## src/rtl/fir_mc.sv

```systemverilog
// Time-multiplexed multi-channel FIR: one shared MAC walks every channel's delay line
// against a single run-time loadable coefficient set, with bypass and sticky overrun.
module fir_mc #(
  parameter int W    = 16,
  parameter int CW   = 16,
  parameter int TAPS = 16,
  parameter int N_CH = 2
) (
  input  logic                    ck,
  input  logic                    rst,
  input  logic [N_CH*W-1:0]       in,
  input  logic                    input_ready,
  input  logic                    bypass,
  input  logic                    coef_we,
  input  logic [$clog2(TAPS)-1:0] coef_addr,
  input  logic [CW-1:0]           coef_data,
  input  logic                    clr_overrun,
  output logic [N_CH*W-1:0]       out,
  output logic                    output_ready,
  output logic                    busy,
  output logic                    overrun
);

  localparam int TW  = $clog2(TAPS);
  localparam int CHW = (N_CH > 1) ? $clog2(N_CH) : 1;
  localparam int AW  = W + CW + TW;

  localparam logic signed [AW-1:0] RND  = AW'(1 << (CW - 2));
  localparam logic signed [AW-1:0] MAXV = AW'((1 << (W - 1)) - 1);
  localparam logic signed [AW-1:0] MINV = ~MAXV;
  localparam logic signed [CW-1:0] C0   = {1'b0, {(CW-1){1'b1}}};

  typedef enum logic [1:0] {IDLE, MAC, STORE, DONE} state_t;

  state_t state, state_next;

  logic [TW-1:0]          tap;
  logic [CHW-1:0]         ch;
  logic signed [W-1:0]    x [N_CH][TAPS];
  logic signed [CW-1:0]   c [TAPS];
  logic signed [AW-1:0]   acc;
  logic signed [AW-1:0]   prod;
  logic signed [AW-1:0]   shifted;
  logic signed [W-1:0]    sat;

  always_ff @(posedge ck) begin
    if (rst) state <= IDLE;
    else     state <= state_next;
  end

  // Bypass only steers the IDLE exit, so it is consumed at the accepting edge and needs no register.
  always_comb begin
    state_next = state;
    case (state)
      IDLE:    if (input_ready) state_next = bypass ? DONE : MAC;
      MAC:     if (tap == TW'(TAPS - 1)) state_next = STORE;
      STORE:   state_next = (ch == CHW'(N_CH - 1)) ? DONE : MAC;
      DONE:    state_next = IDLE;
      default: state_next = IDLE;
    endcase
  end

  always_comb begin
    output_ready = (state == DONE);
    busy         = (state != IDLE);
  end

  always_comb begin
    prod    = AW'(x[ch][tap]) * AW'(c[tap]);
    shifted = (acc + RND) >>> (CW - 1);
    if (shifted > MAXV)      sat = MAXV[W-1:0];
    else if (shifted < MINV) sat = MINV[W-1:0];
    else                     sat = shifted[W-1:0];
  end

  always_ff @(posedge ck) begin
    if (rst) begin
      out     <= '0;
      acc     <= '0;
      tap     <= '0;
      ch      <= '0;
      overrun <= 1'b0;
      for (int unsigned k = 0; k < N_CH; k++)
        for (int unsigned i = 0; i < TAPS; i++)
          x[k][i] <= '0;
      for (int unsigned i = 0; i < TAPS; i++)
        c[i] <= (i == 0) ? C0 : '0;
    end else begin
      if (input_ready && state != IDLE) overrun <= 1'b1;
      else if (clr_overrun)             overrun <= 1'b0;

      if (coef_we && state == IDLE) c[coef_addr] <= coef_data;

      case (state)
        IDLE: if (input_ready) begin
          for (int unsigned k = 0; k < N_CH; k++) begin
            x[k][0] <= in[k*W +: W];
            for (int unsigned i = 1; i < TAPS; i++)
              x[k][i] <= x[k][i-1];
          end
          if (bypass) out <= in;
          else begin
            acc <= '0;
            tap <= '0;
            ch  <= '0;
          end
        end
        MAC: begin
          acc <= acc + prod;
          tap <= tap + TW'(1);
        end
        STORE: begin
          out[ch*W +: W] <= sat;
          acc <= '0;
          tap <= '0;
          if (ch != CHW'(N_CH - 1)) ch <= ch + CHW'(1);
        end
        default: ;
      endcase
    end
  end

endmodule

```

## config.mk

```make
export PLATFORM = sky130hd
export DESIGN_NAME = fir_mc
export DESIGN_NICKNAME = d
export VERILOG_FILES = /design/src/rtl/fir_mc.sv
export SDC_FILE = /design/constraint.sdc
export NUM_CORES = 2
export LEC_CHECK = 0
export ABC_AREA = 1
export CAP_MARGIN = 40
export CELL_PAD_IN_SITES_DETAIL_PLACEMENT = 0
export CELL_PAD_IN_SITES_GLOBAL_PLACEMENT = 1
export CORE_MARGIN = 5
export CORE_UTILIZATION = 50
export CTS_CLUSTER_SIZE = 40
export DETAILED_ROUTE_END_ITERATION = 8
export GPL_ROUTABILITY_DRIVEN = 0
export GPL_TIMING_DRIVEN = 0
export PLACE_DENSITY_LB_ADDON = 0.1
export SYNTH_ARGS = -nofsm -noshare
export SYNTH_HDL_FRONTEND = slang
export SYNTH_SLANG_ARGS = --single-unit
```

## constraint.sdc

```tcl
create_clock -name ck -period 51.1 [get_ports ck]
set_input_delay 5.11 -clock ck [delete_from_list [all_inputs] [get_ports ck]]
set_output_delay 5.11 -clock ck [all_outputs]
set_load 0.005 [all_outputs]
```

Word level (Yosys, flattened, before mapping)
Memory sizes are Yosys's and may differ from the RTL's. A register that Yosys moved wholly into a read port is not among the register bits.
Index checks and enable logic that the tools add are counted.
{"block": "word_totals", "reg_bits": 76, "mem_bits_rw": 768, "in_bits": 58, "out_inout_bits": 35, "wordCells": 146, "memories": 2}
{"name": "x", "words": 2, "word_bits": 256, "rd": 3, "rd_clocked_by_memory_dff": 1, "write_ports": 2, "line_no": "39", "source": "logic signed [W-1:0] x [N_CH][TAPS];"}
{"name": "c", "words": 16, "word_bits": 16, "rd": 1, "rd_clocked_by_memory_dff": 1, "write_ports": 16, "line_no": "40", "source": "logic signed [CW-1:0] c [TAPS];"}
{"block": "classes", "addsub": 5, "n_mul": 1, "n_lt_le_gt_ge": 3, "eq_ne": 8, "shifts": 2, "mux": 74, "bitwise": 33, "reduce_logical": 12}
{"operator": "$mux 16", "count": 37}
{"operator": "$pmux 36 s3", "count": 1}
{"operator": "$mux 36", "count": 2}
{"operator": "$bmux 16 s4", "count": 1}
{"operator": "$mux 32", "count": 2}
{"operator": "$pmux 32 s2", "count": 1}
{"operator": "$add 36x16->36 const B", "count": 1}
{"operator": "$add 36x32->36", "count": 1}
{"operator": "$neg 5->34", "count": 1}
{"operator": "$shift 16x34->32 const A", "count": 1}
{"operator": "$shiftx 16x34->32", "count": 1}
{"operator": "$bwmux 32", "count": 1}
{"operator": "$mul 16x16->32", "count": 1}
{"operator": "$or 1x1->1", "count": 32}
{"operator": "$gt 21x16->1 const B", "count": 1}
{"operator": "$lt 21x16->1 const B", "count": 1}
{"operator": "$mux 4", "count": 5}
{"operator": "$mux 1", "count": 17}
{"operator": "$reduce_or 16->1", "count": 1}
{"operator": "$pmux 4 s3", "count": 1}
{"operator": "$reduce_and 3->1", "count": 3}
{"operator": "$mux 2", "count": 4}
{"operator": "$ne 2x2->1 const B", "count": 4}
{"operator": "$pmux 2 s4", "count": 1}
{"operator": "other kinds (13)", "count": 17}

Longest topological paths before layout
{"block": "depth", "word_depth": 7, "mapped_depth": 38}

Worst setup path after synthesis
No wires, ideal clock.
{"block": "synth_timing", "kind": "input to register", "from": "input port input_ready", "to": "memory x[0][0] in the netlist's numbering, enable pin", "setup_ns": 2.098, "arrival_time_ns": 40.690, "required_ns": 49.002, "path_slack_ns": 8.311, "cell_stages": 2, "path_cell_list": "inv_1 > o21ai_0"}
{"item": "from (decl)", "line_no": "12", "source": "input logic input_ready,"}
{"item": "to (decl)", "line_no": "39"}

Worst setup path after layout
{"block": "layout_timing", "from": "register tap[1]", "to": "register acc[33]"}
{"block": "layout_between", "elab_chain_len": 7}
{"item": "from (decl)", "line_no": "37", "source": "logic [TW-1:0] tap;"}
{"item": "from (signal assigned)", "line_no": "110", "source": "tap <= tap + TW'(1);"}
{"item": "$not 4->5 (not written as such)", "line_no": "69", "source": "prod = AW'(x[ch][tap]) * AW'(c[tap]);"}
{"item": "$bmux 16 s4", "line_no": "69"}
{"item": "$mux 16 (not written as such) (2 in a row)", "line_no": "69"}
{"item": "$mul 16x16->32", "line_no": "69"}
{"item": "$add 36x32->36", "line_no": "109", "source": "acc <= acc + prod;"}
{"item": "$pmux 36 s3", "line_no": "94", "source": "case (state)"}
{"item": "to (signal assigned)", "line_no": "109"}
{"item": "to (decl)", "line_no": "41", "source": "logic signed [AW-1:0] acc;"}
No other way between the ends. The select of a mux whose other input is x is not followed.
A chain may end at the register's enable or synchronous reset.

==> flow_summary.json <==
{
  "max_slew_margin_pct": 33.2,
  "wl_per_cell_um": 24.6,
  "cp_max_fo": 10,
  "r2r_cells": 28,
  "synth_cell_types": 48,
  "rsz0062_at_grt": "no",
  "coreArea_mm2": 0.100,
  "drcViolationCount": 0,
  "ios": 93,
  "fin_crit_ns": 8.90,
  "status": "finished clean",
  "worst-r2r-setup-slack_ns": 42.20,
  "ys_seq_area_share_pct": 48.7,
  "final_area_mm2": 0.0574,
  "fmax_ghz": 0.112,
  "grt_overflow": 0,
  "worst_pin_slew_ns": 1.00,
  "synth_flop_cell": "edfxtp_1",
  "syn-cell-area_mm2": 0.0507,
  "end_kind": "register",
  "start_util_pct": 50.5,
  "hold_depth": 2,
  "syn-num-nets": 6020,
  "hold_class": "register to register",
  "dp.final_hpwl_mm": 135,
  "drtIter0Drc": 5085,
  "r2r-start": "tap[1]",
  "cts.htree.levels": 3,
  "grt_max_degree": 29,
  "skew_ns": 0.0583,
  "crit_required_ns": 51.68,
  "rr_endpoint": "acc[33]",
  "tritoncts": "yes",
  "post-route-period-util_pct": 17.4,
  "fp.dieH_um": 328,
  "cts_resized": 0,
  "syn_area_per_cell_um2": 9.15,
  "post-cts-setup-buffer-count": 0,
  "clk_path_buf_depth": 3,
  "netlist_instances": 5539,
  "placement.io_buffers": 91,
  "hold_viol": 0,
  "clock_latency_ns": 0.72,
  "clkTransAtPathRegs_ns": 0.06,
  "ys_ff_latch": 849,
  "async_reset_ff_share_pct": 0,
  "firstDrtPassIters": 8,
  "drv_slew": 0,
  "worstSetupPathType": "register to register",
  "arrival_ns": 9.48,
  "holdBufCountCts": 0,
  "dieArea_mm2": 0.108,
  "grt_pass1_wl_mm": 263,
  "nets": 6272,
  "hold_start": "overrun",
  "antenna_found_initial": 2,
  "setup_viol": 0,
  "fillers": 9266,
  "cpPeakStageDelay_ns": 0.71,
  "syn2layout_area_growth_pct": 13.3,
  "placed_cells": 7050,
  "routed_wirelength_mm": 177,
  "fp-row-count": 116,
  "viasPerCell": 5.70,
  "root_buffer": "clkbuf_16",
  "max_cap_violations": 0,
  "stdcell_count": 7218,
  "track_usage_pct": 32.8,
  "fp.dieW_um": 328,
  "placed_area_mm2": 0.0544,
  "critPathSlowestCell": "clkbuf_1",
  "route.vias.total": 41200,
  "min_to": "overrun",
  "final_layout_size_suffix_gt1_share_pct": 5.73,
  "clkSinkCount": 849,
  "yosysWarnings": 0,
  "synth-edff-count": 768,
  "grt_pass1_vias": 40800,
  "crit_top_cell": "fa_1",
  "ant_nets": 0,
  "start_kind": "register",
  "cts-buffers-inserted": 94
}
-- worst max-delay path by stage --
stage | cells past startpoint | slack (ns) | start | to
after floorplan | 2 | 8.31 | input_ready | x[0][0]
after global placement | 3 | -8.34 | input_ready | x[0][52]
after detailed placement | 24 | 42.27 | register | acc[33]
after CTS | 27 | 42.26 | tap[1] | acc[33]
after global routing | 30 | 41.79 | tap[1] | acc[33]
final | 28 | 42.20 | tap[1] | acc[33]
-- layout make-up --
type	count	area, µm²	share of cell area [%]
multi-input cells	3359	20800	36.2
well taps	1357	1700	2.96
diodes	1	2.50	0.00436
flip-flops and latches	849	24700	43.0
plain buffers	290	1300	2.26
clock buffers	117	2490	4.33
clock inverters	48	527	0.917
repair buffers	156	2010	3.51
inverters	1041	3910	6.81
-- sequential cells by signal, indices dropped and copies added, names as in the netlist, named ones only --
signal / count
state: 2
overrun: 1
x: 512
out: 32
c: 256
tap: 4
acc: 36
ch: 1
-- per-stage QoR --
step                utilization (%)  hold WS (ns)  worst slack [ns]  setup TNS (ns)
global route                   57.2         0.495             41.79               0
finish                         57.2         0.465             42.20               0
CTS                            57.2         0.471             42.26               0
floorplan                         -         0.444              8.31               0
detailed placement             54.2         0.462             42.27               0
global placement               53.1         0.454             -8.34        -4251.55
-- logic make-up after synthesis --
group	count (synthesis)	share of synthesized area, %
compound gates	1029	10.9
fa+ha+maj	423	15.1
xor+xnor	21	0.378
buf+inv	1331	10.3
flops	849	48.7
simple gates	1886	14.6
-- placed cells by master (no fill, tap or decap), types with 22 or more instances in the layout --
cell,n
a21oi_1,429
nand2_1,577
o221ai_1,38
inv_1,1019
dfxtp_1,81
o21ai_0,472
clkinv_1,22
ha_1,109
clkbuf_1,208
edfxtp_1,768
nor2_1,1082
buf_6,33
fa_1,314
nand3_1,176
clkbuf_16,95
buf_2,71
clkdlybuf4s50_1,91
-- critical path: cells and delay by family, from the launching register on --
kind	cells	cell delay, ns
adder cells (fa/ha/maj)	7	3.40
buffers and inverters	8	2.21
AND/OR/NAND/NOR	10	1.72
AO/OA/AOI/OAI	3	1.07
flip-flops	1	0.33
-- metal layers --
layer  global-route usage [%]  routed length (µm)
met5                        0                  13
met4                     13.6                8770
met3                     6.02               16700
met2                     53.1               82100
met1                     44.0               69900
-- synthesized netlist by cell type, drive strengths merged (12+ instances only) --
library cell | instances | share of area, %
o211ai | 17 | 0.25
o221ai | 38 | 0.66
edfxtp | 768 | 45
nand2 | 592 | 4.5
fa | 314 | 12
nand3 | 177 | 1.8
buf | 101 | 1.2
a21oi | 438 | 4.4
inv | 1037 | 7.7
clkbuf | 189 | 1.4
ha | 109 | 2.7
o21ai | 480 | 4.7
dfxtp | 81 | 3.2
nor3 | 12 | 0.13
xnor2 | 12 | 0.21
nor2 | 1086 | 8.1
a221oi | 18 | 0.31
Power is not shown: default switching activity piles up to over one toggle a cycle in this logic, so the estimate is an artifact.
